File: src/rtl/adxl357_pkg.sv
// Shared definitions for the ADXL357 bring-up sequencer: controller op-mode
// codes, device register map, the fixed initialisation table and FSM types.
package adxl357_pkg;

   // I2C controller op_mode codes (ctrl[3:1])
   localparam logic [2:0] OP_CPU_RREG = 3'd0;
   localparam logic [2:0] OP_CPU_WREG = 3'd1;
   localparam logic [2:0] OP_HW       = 3'd4;

   // ADXL357 register addresses
   localparam logic [7:0] REG_DEVID     = 8'h00;
   localparam logic [7:0] REG_FILTER    = 8'h28;
   localparam logic [7:0] REG_RANGE     = 8'h2C;
   localparam logic [7:0] REG_POWER_CTL = 8'h2D;
   localparam logic [7:0] REG_RESET     = 8'h2F;

   localparam logic [7:0] DEVID_VALUE = 8'hAD;
   localparam logic [7:0] RESET_CODE  = 8'h52;

   // Table positions with special handling
   localparam logic [2:0] DEVID_STEP = 3'd0;
   localparam logic [2:0] RESET_STEP = 3'd1;
   localparam logic [2:0] LAST_STEP  = 3'd4;

   typedef struct packed {
      logic [7:0] addr;
      logic [7:0] data;
      logic [2:0] op_mode;
   } init_entry_t;

   // Bring-up table: DEVID check, soft reset, range, filter, measurement on
   localparam init_entry_t INIT_TABLE [0:4] = '{
      '{REG_DEVID,     8'h00,      OP_CPU_RREG},
      '{REG_RESET,     RESET_CODE, OP_CPU_WREG},
      '{REG_RANGE,     8'h81,      OP_CPU_WREG},
      '{REG_FILTER,    8'h00,      OP_CPU_WREG},
      '{REG_POWER_CTL, 8'h00,      OP_CPU_WREG}
   };

   typedef enum logic [1:0] {
      ERR_NONE    = 2'd0,
      ERR_DEVID   = 2'd1,
      ERR_NACK    = 2'd2,
      ERR_TIMEOUT = 2'd3
   } err_code_e;

   typedef enum logic [3:0] {
      ST_IDLE      = 4'd0,
      ST_LOAD      = 4'd1,
      ST_REQ       = 4'd2,
      ST_WAIT_DONE = 4'd3,
      ST_CHECK     = 4'd4,
      ST_RST_WAIT  = 4'd5,
      ST_RUN       = 4'd6,
      ST_STOPPING  = 4'd7,
      ST_ERROR     = 4'd8
   } state_e;

   // Table lookup that stays well defined for out-of-range step values
   function automatic init_entry_t init_entry(input logic [2:0] step);
      if (step <= LAST_STEP) begin
         return INIT_TABLE[step];
      end else begin
         return INIT_TABLE[0];
      end
   endfunction

endpackage

File: src/rtl/adxl357_init_sequencer.sv
// ADXL357 bring-up sequencer: walks the init table through the I2C
// controller (with retry/timeout recovery) and then hands the controller
// over to hardware DRDY streaming until stopped.
module adxl357_init_sequencer
   import adxl357_pkg::*;
#(
   parameter logic [2:0]  CLK_RATE     = 3'd6,
   parameter int unsigned TIMEOUT_CYC  = 2_000_000,
   parameter int unsigned RST_WAIT_CYC = 500_000,
   parameter int unsigned MAX_RETRY    = 2
) (
   input  logic        i_clk,
   input  logic        i_rst,
   input  logic        i_start,
   input  logic        i_stop,
   input  logic [31:0] i_i2c_status,
   input  logic [7:0]  i_rd_data,
   output logic [31:0] o_ctrl,
   output logic [7:0]  o_reg_addr,
   output logic [7:0]  o_w_data,
   output logic        o_busy,
   output logic        o_running,
   output logic        o_err,
   output logic [1:0]  o_err_code,
   output logic [2:0]  o_step
);

   state_e      state_q, state_d;
   logic [2:0]  step_q, step_d;
   logic [3:0]  retry_q, retry_d;
   logic [31:0] timer_q, timer_d;
   logic        finish_seen_q, finish_seen_d;
   logic        timed_out_q, timed_out_d;
   logic        en_q, en_d;
   logic [2:0]  op_mode_q, op_mode_d;
   logic [7:0]  reg_addr_q, reg_addr_d;
   logic [7:0]  w_data_q, w_data_d;
   logic        busy_q, busy_d;
   logic        running_q, running_d;
   logic        err_q, err_d;
   err_code_e   err_code_q, err_code_d;
   logic        sm_enable_q, sm_enable_d;
   logic        finish_q, finish_d;

   logic        go_load_s;
   logic        fail_s;
   err_code_e   fail_code_s;
   init_entry_t entry_s;
   logic        unused_status_s;

   // Only finish and sm_enable are consumed from the status word
   assign unused_status_s = ^{i_i2c_status[31:11], i_i2c_status[9:2], i_i2c_status[0]};

   // Next-state, datapath and output computation for the sequencer
   always_comb begin
      state_d       = state_q;
      step_d        = step_q;
      retry_d       = retry_q;
      timer_d       = timer_q;
      finish_seen_d = finish_seen_q;
      timed_out_d   = timed_out_q;
      en_d          = en_q;
      op_mode_d     = op_mode_q;
      err_d         = err_q;
      err_code_d    = err_code_q;
      sm_enable_d   = i_i2c_status[10];
      finish_d      = i_i2c_status[1];
      go_load_s     = 1'b0;
      fail_s        = 1'b0;
      fail_code_s   = ERR_NONE;

      case (state_q)
         ST_IDLE, ST_ERROR: begin
            if (i_start) begin
               step_d     = DEVID_STEP;
               retry_d    = 4'd0;
               err_d      = 1'b0;
               err_code_d = ERR_NONE;
               go_load_s  = 1'b1;
            end else begin
               en_d = 1'b0;
            end
         end
         ST_LOAD: begin
            finish_seen_d = 1'b0;
            timed_out_d   = 1'b0;
            timer_d       = 32'(TIMEOUT_CYC);
            en_d          = 1'b1;
            state_d       = ST_REQ;
         end
         ST_REQ: begin
            if (timer_q == 32'd0) begin
               // Controller never picked the request up: abandon it
               en_d        = 1'b0;
               timed_out_d = 1'b1;
               timer_d     = 32'(TIMEOUT_CYC);
               state_d     = ST_WAIT_DONE;
            end else if (sm_enable_q) begin
               en_d    = 1'b0;
               timer_d = timer_q - 32'd1;
               state_d = ST_WAIT_DONE;
            end else begin
               timer_d = timer_q - 32'd1;
            end
         end
         ST_WAIT_DONE: begin
            finish_seen_d = finish_seen_q | finish_q;
            if (!sm_enable_q) begin
               state_d = ST_CHECK;
            end else if (timer_q == 32'd0) begin
               if (timed_out_q) begin
                  // Second budget expired with the controller still busy
                  state_d    = ST_ERROR;
                  err_d      = 1'b1;
                  err_code_d = ERR_TIMEOUT;
               end else begin
                  timed_out_d = 1'b1;
                  timer_d     = 32'(TIMEOUT_CYC);
               end
            end else begin
               timer_d = timer_q - 32'd1;
            end
         end
         ST_CHECK: begin
            if (timed_out_q) begin
               fail_s      = 1'b1;
               fail_code_s = ERR_TIMEOUT;
            end else if (step_q == DEVID_STEP) begin
               if (i_rd_data != DEVID_VALUE) begin
                  state_d    = ST_ERROR;
                  err_d      = 1'b1;
                  err_code_d = ERR_DEVID;
               end else begin
                  step_d    = step_q + 3'd1;
                  retry_d   = 4'd0;
                  go_load_s = 1'b1;
               end
            end else if (!finish_seen_q) begin
               fail_s      = 1'b1;
               fail_code_s = ERR_NACK;
            end else if (step_q == RESET_STEP) begin
               timer_d = 32'(RST_WAIT_CYC - 32'd1);
               state_d = ST_RST_WAIT;
            end else if (step_q == LAST_STEP) begin
               op_mode_d = OP_HW;
               en_d      = 1'b0;
               state_d   = ST_RUN;
            end else begin
               step_d    = step_q + 3'd1;
               retry_d   = 4'd0;
               go_load_s = 1'b1;
            end

            if (fail_s) begin
               if (retry_q >= 4'(MAX_RETRY)) begin
                  state_d    = ST_ERROR;
                  err_d      = 1'b1;
                  err_code_d = fail_code_s;
               end else begin
                  retry_d   = retry_q + 4'd1;
                  go_load_s = 1'b1;
               end
            end else begin
               fail_code_s = ERR_NONE;
            end
         end
         ST_RST_WAIT: begin
            if (timer_q == 32'd0) begin
               step_d    = step_q + 3'd1;
               retry_d   = 4'd0;
               go_load_s = 1'b1;
            end else begin
               timer_d = timer_q - 32'd1;
            end
         end
         ST_RUN: begin
            if (i_stop) begin
               op_mode_d = OP_CPU_WREG;
               state_d   = ST_STOPPING;
            end else begin
               op_mode_d = OP_HW;
            end
         end
         ST_STOPPING: begin
            if (!sm_enable_q) begin
               state_d = ST_IDLE;
            end else begin
               state_d = ST_STOPPING;
            end
         end
         default: begin
            state_d = ST_IDLE;
            en_d    = 1'b0;
         end
      endcase

      // Entering LOAD presents the selected table entry to the controller
      entry_s    = init_entry(step_d);
      state_d    = go_load_s ? ST_LOAD : state_d;
      en_d       = go_load_s ? 1'b0 : en_d;
      op_mode_d  = go_load_s ? entry_s.op_mode : op_mode_d;
      reg_addr_d = go_load_s ? entry_s.addr : reg_addr_q;
      w_data_d   = go_load_s ? entry_s.data : w_data_q;

      busy_d    = !((state_d == ST_IDLE) || (state_d == ST_RUN) || (state_d == ST_ERROR));
      running_d = (state_d == ST_RUN);
   end

   // State and output registers with synchronous reset
   always_ff @(posedge i_clk) begin
      if (i_rst) begin
         state_q       <= ST_IDLE;
         step_q        <= 3'd0;
         retry_q       <= 4'd0;
         timer_q       <= 32'd0;
         finish_seen_q <= 1'b0;
         timed_out_q   <= 1'b0;
         en_q          <= 1'b0;
         op_mode_q     <= OP_CPU_WREG;
         reg_addr_q    <= 8'd0;
         w_data_q      <= 8'd0;
         busy_q        <= 1'b0;
         running_q     <= 1'b0;
         err_q         <= 1'b0;
         err_code_q    <= ERR_NONE;
         sm_enable_q   <= 1'b0;
         finish_q      <= 1'b0;
      end else begin
         state_q       <= state_d;
         step_q        <= step_d;
         retry_q       <= retry_d;
         timer_q       <= timer_d;
         finish_seen_q <= finish_seen_d;
         timed_out_q   <= timed_out_d;
         en_q          <= en_d;
         op_mode_q     <= op_mode_d;
         reg_addr_q    <= reg_addr_d;
         w_data_q      <= w_data_d;
         busy_q        <= busy_d;
         running_q     <= running_d;
         err_q         <= err_d;
         err_code_q    <= err_code_d;
         sm_enable_q   <= sm_enable_d;
         finish_q      <= finish_d;
      end
   end

   assign o_ctrl     = {25'd0, CLK_RATE, op_mode_q, en_q};
   assign o_reg_addr = reg_addr_q;
   assign o_w_data   = w_data_q;
   assign o_busy     = busy_q;
   assign o_running  = running_q;
   assign o_err      = err_q;
   assign o_err_code = err_code_q;
   assign o_step     = step_q;

endmodule

File: config.mk
export PLATFORM = sky130hd
export DESIGN_NAME = adxl357_init_sequencer
export DESIGN_NICKNAME = d
export VERILOG_FILES = /design/src/rtl/adxl357_pkg.sv /design/src/rtl/adxl357_init_sequencer.sv
export SDC_FILE = /design/constraint.sdc
export NUM_CORES = 1
export LEC_CHECK = 0
export CORE_ASPECT_RATIO = 0.7
export CORE_MARGIN = 5
export CORE_UTILIZATION = 50
export CTS_CLUSTER_SIZE = 40
export DETAILED_ROUTE_END_ITERATION = 10
export PLACE_DENSITY_LB_ADDON = 0.15
export SETUP_SLACK_MARGIN = 0.1
export SLEW_MARGIN = 0
export SYNTH_ARGS = -nofsm -noshare
export SYNTH_HDL_FRONTEND = slang
export SYNTH_SLANG_ARGS = --single-unit
File: constraint.sdc
create_clock -name i_clk -period 3.7 [get_ports i_clk]
set_input_delay 0.37 -clock i_clk [delete_from_list [all_inputs] [get_ports i_clk]]
set_output_delay 0.37 -clock i_clk [all_outputs]
set_load 0.005 [all_outputs]
== Word level (Yosys, flattened, before mapping) ==
Memory sizes are Yosys's and may differ from the RTL's.
Cells that the tools add are included.

* Bits in registers: 72
* ROM bits: 152
* Output and inout bits: 56
* Word-level logic and storage cells: 191
* Memories kept: 1

{| class="wikitable"
|+ Memories
! memory !! depth !! bits a word !! read ports !! clocked after memory_dff !! write ports !! line !! RTL
|-
| (name not given) || 8 || 19 || 1 || 0 || 0 || adxl357_pkg.sv:62 || <nowiki>return INIT_TABLE[step];</nowiki>
|}

* Add/sub/neg operators: 3
* $lt $le $gt $ge: 3
* Equal/unequal tests: 33
* Multiplexer cells: 109
* Bitwise logic cells: 3
* Reduce and logical (&&, ||, !) cells: 23

{| class="wikitable"
|+ Operator list
! operator !! count
|-
| 32-bit 2-to-1 mux || 9
|-
| 32-bit one-hot mux with 5 select lines || 1
|-
| 4-bit 2-to-1 mux || 25
|-
| 19-bit 2-to-1 mux || 3
|-
| 3-bit 2-to-1 mux || 16
|-
| 1-bit 2-to-1 mux || 33
|-
| 32-bit logical NOT || 1
|-
| 32-bit by 1-bit subtractor with 32-bit output (second input constant) || 1
|-
| 4-bit one-hot mux with 7 select lines || 1
|-
| 2-bit != test (second input constant) || 13
|-
| 2-bit 2-to-1 mux || 12
|-
| 3-bit != test (second input constant) || 7
|-
| 4-bit by 3-bit == test with 1-bit output (second input constant) || 5
|-
| 8-bit AND reduction || 2
|-
| 4-bit one-hot mux with 3 select lines || 1
|-
| 3-bit nonzero test || 4
|-
| 1-bit one-hot mux with 3 select lines || 3
|-
| 3-bit one-hot mux with 3 select lines || 1
|-
| 4-bit by 2-bit == test with 1-bit output (second input constant) || 2
|-
| 4-bit == test (second input constant) || 2
|-
| 4-bit logical NOT || 2
|-
| 8-bit != test (second input constant) || 1
|-
| 2-bit one-hot mux with 3 select lines || 1
|-
| 3-bit one-hot mux with 2 select lines || 1
|-
| other kinds (25) || 27
|}

== Depth between registers and ports, before layout ==
Gate-level depths: netlist of the first run.

* Depth after elaboration: 14
* Depth in mapped cells: 12

== Worst setup path after synthesis of the first run ==
No wires, ideal clock.

* Kind: register -> register
* From: reg timer_q[3]
* To: reg reg_addr_q[2], in the netlist o_reg_addr[2]
* Arrival: 2,978 ps
* Slack: 631 ps
* Stages on the path, launching flop included: 12
* Period minus slack after synthesis: 3,069 ps
* Cells stage by stage: dfxtp_1 > or4_4 > buf_6 > nor4_2 > and4_1 > buf_2 > o221ai_1 > a21oi_1 > inv_1 > ha_1 > or3_1 > a311oi_1

* Cells in the longest elaborated chain, start to end: 8
* Elaborated cells between the ends (all ways): 11

{| class="wikitable"
|+ Ends and longest elaborated chain
! element !! line !! RTL
|-
| from (decl) || adxl357_init_sequencer.sv:31 || <nowiki>logic [31:0] timer_q, timer_d;</nowiki>
|-
| from (signal assigned) || adxl357_init_sequencer.sv:232 || <nowiki>timer_q <= timer_d;</nowiki>
|-
| 32-bit logical NOT * || adxl357_init_sequencer.sv:168 || <nowiki>if (timer_q == 32'd0) begin</nowiki>
|-
| 3-bit 2-to-1 mux * || adxl357_init_sequencer.sv:168 ||
|-
| 3-bit one-hot mux with 3 select lines * || adxl357_init_sequencer.sv:72 || <nowiki>case (state_q)</nowiki>
|-
| via step_d[1] || adxl357_init_sequencer.sv:29 || <nowiki>logic [2:0] step_q, step_d;</nowiki>
|-
| 3-bit NOT with 4-bit output (implied by the code) || adxl357_pkg.sv:62 ||
|-
| memory 8 x 19 bit || -- ||
|-
| 19-bit 2-to-1 mux (implied by the code) (2 in a row) || adxl357_pkg.sv:62 ||
|-
| 19-bit 2-to-1 mux * || adxl357_pkg.sv:61 || <nowiki>if (step <= LAST_STEP) begin</nowiki>
|-
| to (signal assigned) || adxl357_init_sequencer.sv:237 || <nowiki>reg_addr_q <= reg_addr_d;</nowiki>
|-
| to (decl) || adxl357_init_sequencer.sv:36 || <nowiki>logic [7:0] reg_addr_q, reg_addr_d;</nowiki>
|}

Mark *: on every way through the listed nets, which the timed path passes. The rest lies on a longest branch. The select of a mux whose other input is x is not followed.
A chain may end at the register's enable or synchronous reset.

== Final worst setup path of the first run ==
Same ends and word-level chain as after synthesis.

==> insert_results.sql, run 1 <==
INSERT INTO impl_metrics (metric_group, metric, value, unit) VALUES
('run_status', 'run_status', 'finished, final reports clean', ''),
('global_routing', 'combined_global_route_utilization_of_all_metal_layers', '21.7', '%'),
('global_routing', 'globalRouteMet3Util', '5.20', '%'),
('worst_setup_path', 'path_max_fanout', '7', ''),
('worst_setup_path', 'crit_chain', 'or4_4, nor4_2, and4_1, o221ai_1, a21oi_1, inv_1, ha_1, or3_1, a311oi_1', ''),
('global_routing', 'antenna_found_initial', '0', ''),
('finish', 'stdcell_area', '0.00461', 'mm^2'),
('timing', 'period_minus_slack', '3.27', 'ns'),
('global_routing', 'global_route.usage.met1', '33.4', '%'),
('cts', 'clock_tree_from_tritoncts', 'built', ''),
('timing', 'unrepaired_setup_endpoints_after_global_routing', 'false', ''),
('timing', 'hold_violations', '0', ''),
('worst_setup_path', 'critPathMaxStageDelay', '0.60', 'ns'),
('worst_hold_path', 'hold_path_class', 'register to register', ''),
('route', 'routedWlPerCell', '17.2', 'um'),
('global_routing', 'maximum_number_of_pins_on_one_net_before_global_route_repair', '41', ''),
('worst_setup_path', 'critical_path.n_buffers_inverters', '1', ''),
('worst_setup_path', 'critical_path.startpoint_type', 'register', ''),
('cts', 'root_buffer', 'clkbuf_16', ''),
('floorplan', 'floorplan_die_height', '85.2', 'um'),
('route', 'remaining_drc_errors', '0', ''),
('cts', 'post_cts.resized_instances', '0', ''),
('worst_setup_path', 'worstSetupStartpoint', 'timer_q[3]', ''),
('worst_setup_path', 'path_class', 'register to register', ''),
('synthesis', 'synth_edf_count', '0', ''),
('finish', 'area_growth_syn_to_layout', '14.1', '%'),
('global_routing', 'global_route_wire_length_before_repair', '17.9', 'mm'),
('route', 'drt_iter0_drc', '451', ''),
('power', 'powerDensity', '524', 'mW/mm^2'),
('floorplan', 'rows', '27', ''),
('power', 'max-vdd-ir-drop', '409', 'uV'),
('finish', 'fin_cells', '637', ''),
('synthesis', 'ys.flop_type', 'dfxtp_1', ''),
('route', 'postRouteAntennaNets', '0', ''),
('synthesis', 'syn-mean-instance-area', '7.95', 'um^2'),
('finish', 'mostFrequentLayoutCells', 'dfxtp_1, a21oi_1, nor2_1, conb_1, clkdlybuf4s50_1', ''),
('floorplan', 'die_width', '117', 'um'),
('placement', 'port-buffer-count', '34', ''),
('cts', 'clkLatencyLatePin', '0.34', 'ns'),
('worst_setup_path', 'cp_data_required_time', '3.94', 'ns'),
('run', 'cap_viol_max_count', '0', ''),
('floorplan', 'dieArea', '0.0100', 'mm^2'),
('synthesis', 'synth_warnings', '0', ''),
('timing', 'timing.final.crit_share', '88.5', '%'),
('worst_setup_path', 'rr_worst_depth', '9', ''),
('cts', 'post_cts_hold_buffer_count', '0', ''),
('floorplan', 'top_level_ports', '100', ''),
('finish', 'mostFrequentLayoutCell', 'dfxtp_1', ''),
('placement', 'placedInstanceArea', '0.00432', 'mm^2'),
('worst_setup_path', 'critical_path_arrival', '3.51', 'ns'),
('synthesis', 'yosysUniqueCellTypes', '68', ''),
('timing', 'fin_tns_setup', '0', 'ns'),
('timing', 'timing.hold.ws', '0.427', 'ns'),
('cts', 'cts_inserted_buffers', '9', ''),
('route', 'post_drt_via_cell_ratio', '6.07', ''),
('timing', 'max_clock_freq', '305', 'MHz'),
('worst_setup_path', 'worstReg2RegEnd', 'o_reg_addr[2]', ''),
('finish', 'final_layout_size_suffix_gt1_share', '9.14', '%'),
('timing', 'slew_headroom', '15.7', '%'),
('cts', 'clk_pin_slew', '0.05', 'ns'),
('global_routing', 'overflow', '0', ''),
('global_routing', 'grt_pass1_vias', '3456', ''),
('timing', 'drv_slew', '0', ''),
('synthesis', 'synth_cells', '508', ''),
('timing', 'tightest_slew', '1.26', 'ns'),
('worst_setup_path', 'timing.critical_path.slowest_stage_cell', 'or4_4', ''),
('worst_setup_path', 'critical_path.reg2reg.startpoint', 'timer_q[3]', ''),
('finish', 'fill_cells', '722', ''),
('synthesis', 'proportion_of_synthesized_chip_area_in_sequential_cells', '29.7', '%'),
('finish', 'nNetsFinal', '586', ''),
('worst_hold_path', 'hold_path_startpoint', 'retry_q[3]', '');
## Yosys cell counts, drive strengths merged (12+ instances only)
| cell | instances | area share (%) |
|---|---|---|
| or3 | 12 | 1.9 |
| inv | 16 | 1.5 |
| dfxtp | 60 | 30 |
| nor2 | 43 | 4.0 |
| o21ai | 28 | 3.5 |
| clkbuf | 20 | 1.9 |
| nand2b | 14 | 2.2 |
| a21oi | 47 | 5.8 |
| or4 | 15 | 3.1 |
| nand2 | 16 | 1.5 |
| nor3 | 30 | 3.7 |
| nor4 | 19 | 4.1 |
| buf | 51 | 9.0 |
## sequential cells by signal (all words and copies together) (netlist names), 2 cells and up
signal and flops:
o_step 3, state_q 4, o_reg_addr 4, op_mode_q 2
timer_q 32, o_err_code 2, retry_q 4
## through the flow
step                utilization (%)  worst slack (ns)
finish                         58.6             0.426
CTS                            58.6             0.461
floorplan                         -             0.631
detailed placement             54.9             0.343
global route                   58.6             0.249
global placement               54.9             0.415
## metal layers
metal  vias to the layer above  share of wire (%)
li1                       1877                  -
met4                         0                1.2
met2                       194                 40
met5                         -                  0
met3                        14                 10
met1                      1779                 49
## cell type report
class                   count  area (um^2)  share of cell area (%)
multi-input cells         394         2460                    53.4
clock inverters             5         52.6                    1.14
clock buffers              10          239                    5.18
flip-flops and latches     60         1200                    26.1
repair buffers             51          468                    10.2
well taps                 101          126                    2.74
inverters                  16         60.1                    1.30
## worst min-delay path: stages (launching register included)
cell	delay [ns]
dfxtp_1	0.30
inv_1	0.05
nor2_1	0.04
## power by group
part           internal (W)  total, W  leakage, nW  switching, W
combinational      0.000303  0.000816         1.04      0.000513
clock              0.000531  0.000823        0.144      0.000292
sequential         0.000703  0.000774        0.488     0.0000718
## logic make-up (layout without fill, tap and decap cells)
| logic type | after synthesis | in the layout | synth area share (%) |
|---|---|---|---|
| DFF | 60 | 60 | 29.7 |
| xor gates and xnor gates | 9 | 9 | 1.95 |
| AOI/OAI and AO/OA | 142 | 142 | 23.2 |
| and+or+nand+nor | 196 | 196 | 28.9 |
| other | 2 | 35 | 0.186 |
| buffers and inverters | 87 | 82 | 12.4 |
| muxes | 2 | 2 | 0.526 |
| adders and majority gates | 10 | 10 | 3.10 |
## worst min-delay path by stage
stage          slack [ns]          to  depth (start not counted)
6_report             0.43  retry_q[3]                          2
5_1_grt              0.47  retry_q[3]                          2
4_1_cts              0.43  retry_q[3]                          2
3_5_place_dp         0.42  retry_q[3]                          2
3_3_place_gp         0.42  retry_q[3]                          2
2_1_floorplan        0.40  retry_q[3]                          2
No activity file was read; power rests on OpenSTA's default activity.
==> run 2: changes to the inputs <==
Settings changed: CORE_ASPECT_RATIO 0.7 to not set.
==> run 2 against run 1 <==
- clock power is 20% lower
- sequential share of layout area increased by 0.25 points
- power is 6.4% lower
- sequential power decreased by 2%
- worst setup slack improved by 0.19 ns
- count of clock-buffer cells in the layout grew 1
- via count is 2.2% higher
- global-route usage about the same
- first-iteration DRC count shrank 43%
- critical path depth is 1 lower
- die area is 0.28% lower
- largest cell class unchanged
- largest power group is now combinational logic
- highest routed layer unchanged
==> insert_results.sql, run 2 (same netlist as run 1, synthesis figures left out) <==
INSERT INTO impl_metrics (metric_group, metric, value, unit) VALUES
('power', 'powerDensity', '495', 'mW/mm^2'),
('global_routing', 'combined_global_route_utilization_of_all_metal_layers', '21.7', '%'),
('timing', 'slew_headroom', '45.4', '%'),
('finish', 'max_flop_register', 'timer_q', ''),
('power', 'power.combinational.fraction', '37.0', '%'),
('worst_setup_path', 'rr_worst_depth', '8', ''),
('placement', 'port-buffer-count', '34', ''),
('floorplan', 'top_level_ports', '100', ''),
('worst_setup_path', 'worstReg2RegEnd', 'o_reg_addr[2]', ''),
('route', 'routedWlPerCell', '16.8', 'um'),
('worst_setup_path', 'crit_chain', 'or4_1, nor4_1, nand3_1, o32ai_1, a21oi_1, ha_1, or3_1, a311oi_1', ''),
('power', 'seq_power_share', '33.7', '%'),
('worst_hold_path', 'hold_path_class', 'register to register', ''),
('floorplan', 'die_width', '99.9', 'um'),
('power', 'net_sw_share', '37.5', '%'),
('cts', 'post_cts.resized_instances', '0', ''),
('cts', 'ctsHtreeMaxLevel', '3', ''),
('worst_setup_path', 'worst-r2r-setup-slack', '0.62', 'ns'),
('cts', 'post_cts_hold_buffer_count', '0', ''),
('worst_setup_path', 'timing.critical_path.slowest_stage_cell', 'or4_1', ''),
('placement', 'placedInstanceArea', '0.00435', 'mm^2'),
('global_routing', 'global_route_wire_length_before_repair', '17.6', 'mm'),
('worst_setup_path', 'endpoint_type_of_the_worst_setup_path', 'register', ''),
('run', 'cap_viol_max_count', '0', ''),
('timing', 'unrepaired_setup_endpoints_after_global_routing', 'false', ''),
('floorplan', 'floorplan_die_height', '99.9', 'um'),
('cts', 'clk_pin_slew', '0.07', 'ns'),
('route', 'dr.pass1.iters', '5', ''),
('worst_setup_path', 'critical_path.n_buffers_inverters', '0', ''),
('finish', 'mostFrequentLayoutCells', 'dfxtp_1, a21oi_1, nor2_1, conb_1, clkdlybuf4s50_1', ''),
('cts', 'clkLatencyLatePin', '0.34', 'ns'),
('cts', 'post_cts.repair.setup_buffers', '0', ''),
('timing', 'tightest_slew', '0.808', 'ns'),
('timing', 'setup_viol_count_final', '0', ''),
('placement', 'total_half_perimeter_wirelength_after_legalization_and_detailed_placement', '7.76', 'mm'),
('power', 'cellInternalPower', '0.00141', 'W'),
('cts', 'root_buffer', 'clkbuf_8', ''),
('cts', 'clock-sinks', '60', ''),
('placement', 'globalplace.congestion', '0.972', ''),
('worst_hold_path', 'hold_path_startpoint', 'retry_q[3]', ''),
('worst_setup_path', 'critPathMaxStageDelay', '0.64', 'ns'),
('global_routing', 'antenna_found_initial', '0', ''),
('worst_setup_path', 'worst_path_dominant_cell_family', 'simple AND/OR/NAND/NOR gates', ''),
('cts', 'clock_tree_from_tritoncts', 'built', ''),
('power', 'clock_power_share', '29.3', '%'),
('timing', 'fin_tns_setup', '0', 'ns'),
('floorplan', 'initial_core_utilization', '51.7', '%'),
('finish', 'nNetsFinal', '590', ''),
('route', 'postRouteAntennaNets', '0', ''),
('route', 'finalWirelength', '10.8', 'mm'),
('route', 'remaining_drc_errors', '0', ''),
('worst_setup_path', 'path_max_fanout', '7', ''),
('worst_setup_path', 'cp_data_required_time', '3.94', 'ns'),
('floorplan', 'rows', '32', ''),
('worst_hold_path', 'worstHoldPathCells', '2', ''),
('finish', 'num_antenna_cells', '0', ''),
('finish', 'area_growth_syn_to_layout', '13.0', '%'),
('floorplan', 'dieArea', '0.00998', 'mm^2'),
('global_routing', 'overflow', '0', ''),
('route', 'dr_total_vias', '3948', ''),
('timing', 'max_clock_freq', '325', 'MHz'),
('timing', 'timing.final.crit_share', '83.3', '%'),
('finish', 'number_of_flip_flops_in_the_largest_register', '32', ''),
('timing', 'timing.clock.skew', '0.0108', 'ns'),
('power', 'total_switching_power', '0.000846', 'W'),
('global_routing', 'maximum_number_of_pins_on_one_net_before_global_route_repair', '41', ''),
('worst_setup_path', 'critical_path.startpoint_type', 'register', ''),
('finish', 'fill_cells', '731', ''),
('worst_setup_path', 'path_class', 'register to register', ''),
('route', 'drt_iter0_drc', '256', ''),
('floorplan', 'core_region_area', '0.00781', 'mm^2'),
('power', 'max-vdd-ir-drop', '249', 'uV'),
('power', 'leakage', '1.66', 'nW'),
('timing', 'hold_violations', '0', ''),
('power', 'fin_total_pwr', '0.00226', 'W'),
('finish', 'mostFrequentLayoutCell', 'dfxtp_1', ''),
('worst_setup_path', 'critical_path.reg2reg.startpoint', 'timer_q[9]', ''),
('route', 'post_drt_via_cell_ratio', '6.14', ''),
('worst_hold_path', 'hold_path_end', 'retry_q[3]', ''),
('finish', 'fin_cells', '643', ''),
('finish', 'stdcell_area', '0.00457', 'mm^2'),
('placement', 'numPlacedInstances', '627', ''),
('cts', 'cts_max_path_buffers', '2', ''),
('global_routing', 'grt_pass1_vias', '3541', ''),
('finish', 'final_layout_size_suffix_gt1_share', '9.80', '%'),
('worst_setup_path', 'critical_path_arrival', '3.32', 'ns'),
('timing', 'period_minus_slack', '3.08', 'ns'),
('timing', 'drv_slew', '0', ''),
('run_status', 'run_status', 'finished, final reports clean', ''),
('cts', 'cts_inserted_buffers', '9', '');
[run 2: power groups by stage]
stage	Clock, W	Combinational [W]	Sequential [W]
final	0.000661	0.000835	0.000762
after global routing	0.000694	0.000914	0.000771
after CTS	0.000670	0.000822	0.000760
after detailed placement	0	0.000816	0.000775
after global placement	0	0.000805	0.000772
after floorplan	0	0.000627	0.000754
[run 2: tightest hold or removal path, stage by stage (launching register included)]
cell and delay [ns]:
dfxtp_1 0.31, inv_1 0.05, nor2_1 0.03
[run 2: how the worst max path moves through the flow]
stage / from / cells past startpoint / endpoint
after global routing: timer_q[9] / 8 / o_reg_addr[2]
after detailed placement: i_rd_data[7] / 10 / o_reg_addr[2]
final: timer_q[9] / 8 / o_reg_addr[2]
after global placement: i_rd_data[7] / 10 / o_reg_addr[2]
after floorplan: timer_q[3] / 11 / o_reg_addr[2]
after CTS: timer_q[9] / 8 / o_reg_addr[2]
[run 2: cell type report]
type                    instances  area [um^2]  area share (%)
clock inverters                 5         75.1            1.64
flip-flops and latches         60         1200            26.3
well taps                     102          128            2.80
clock buffers                  11          141            3.10
multi-input cells             394         2460            53.9
repair buffers                 55          498            10.9
inverters                      16         60.1            1.32
[run 2: metrics by stage]
stage	utilization, %	setup slack, ns	hold slack [ns]
4_1_cts	58.5	0.633	0.441
2_1_floorplan	-	0.631	0.405
6_report	58.5	0.618	0.433
3_5_place_dp	55.7	0.431	0.430
3_3_place_gp	55.7	0.441	0.419
5_1_grt	58.5	0.344	0.473
[run 2: per-layer routing]
| metal | up-vias | wire [um] | GRT usage, % | share of wire (%) |
|---|---|---|---|---|
| li1 | 1890 | - | - | - |
| met1 | 1852 | 4940 | 31.5 | 46 |
| met2 | 187 | 4790 | 32.1 | 44 |
| met3 | 19 | 913 | 3.75 | 8.4 |
| met4 | 0 | 174 | 7.67 | 1.6 |
| met5 | - | 0 | 0 | 0 |
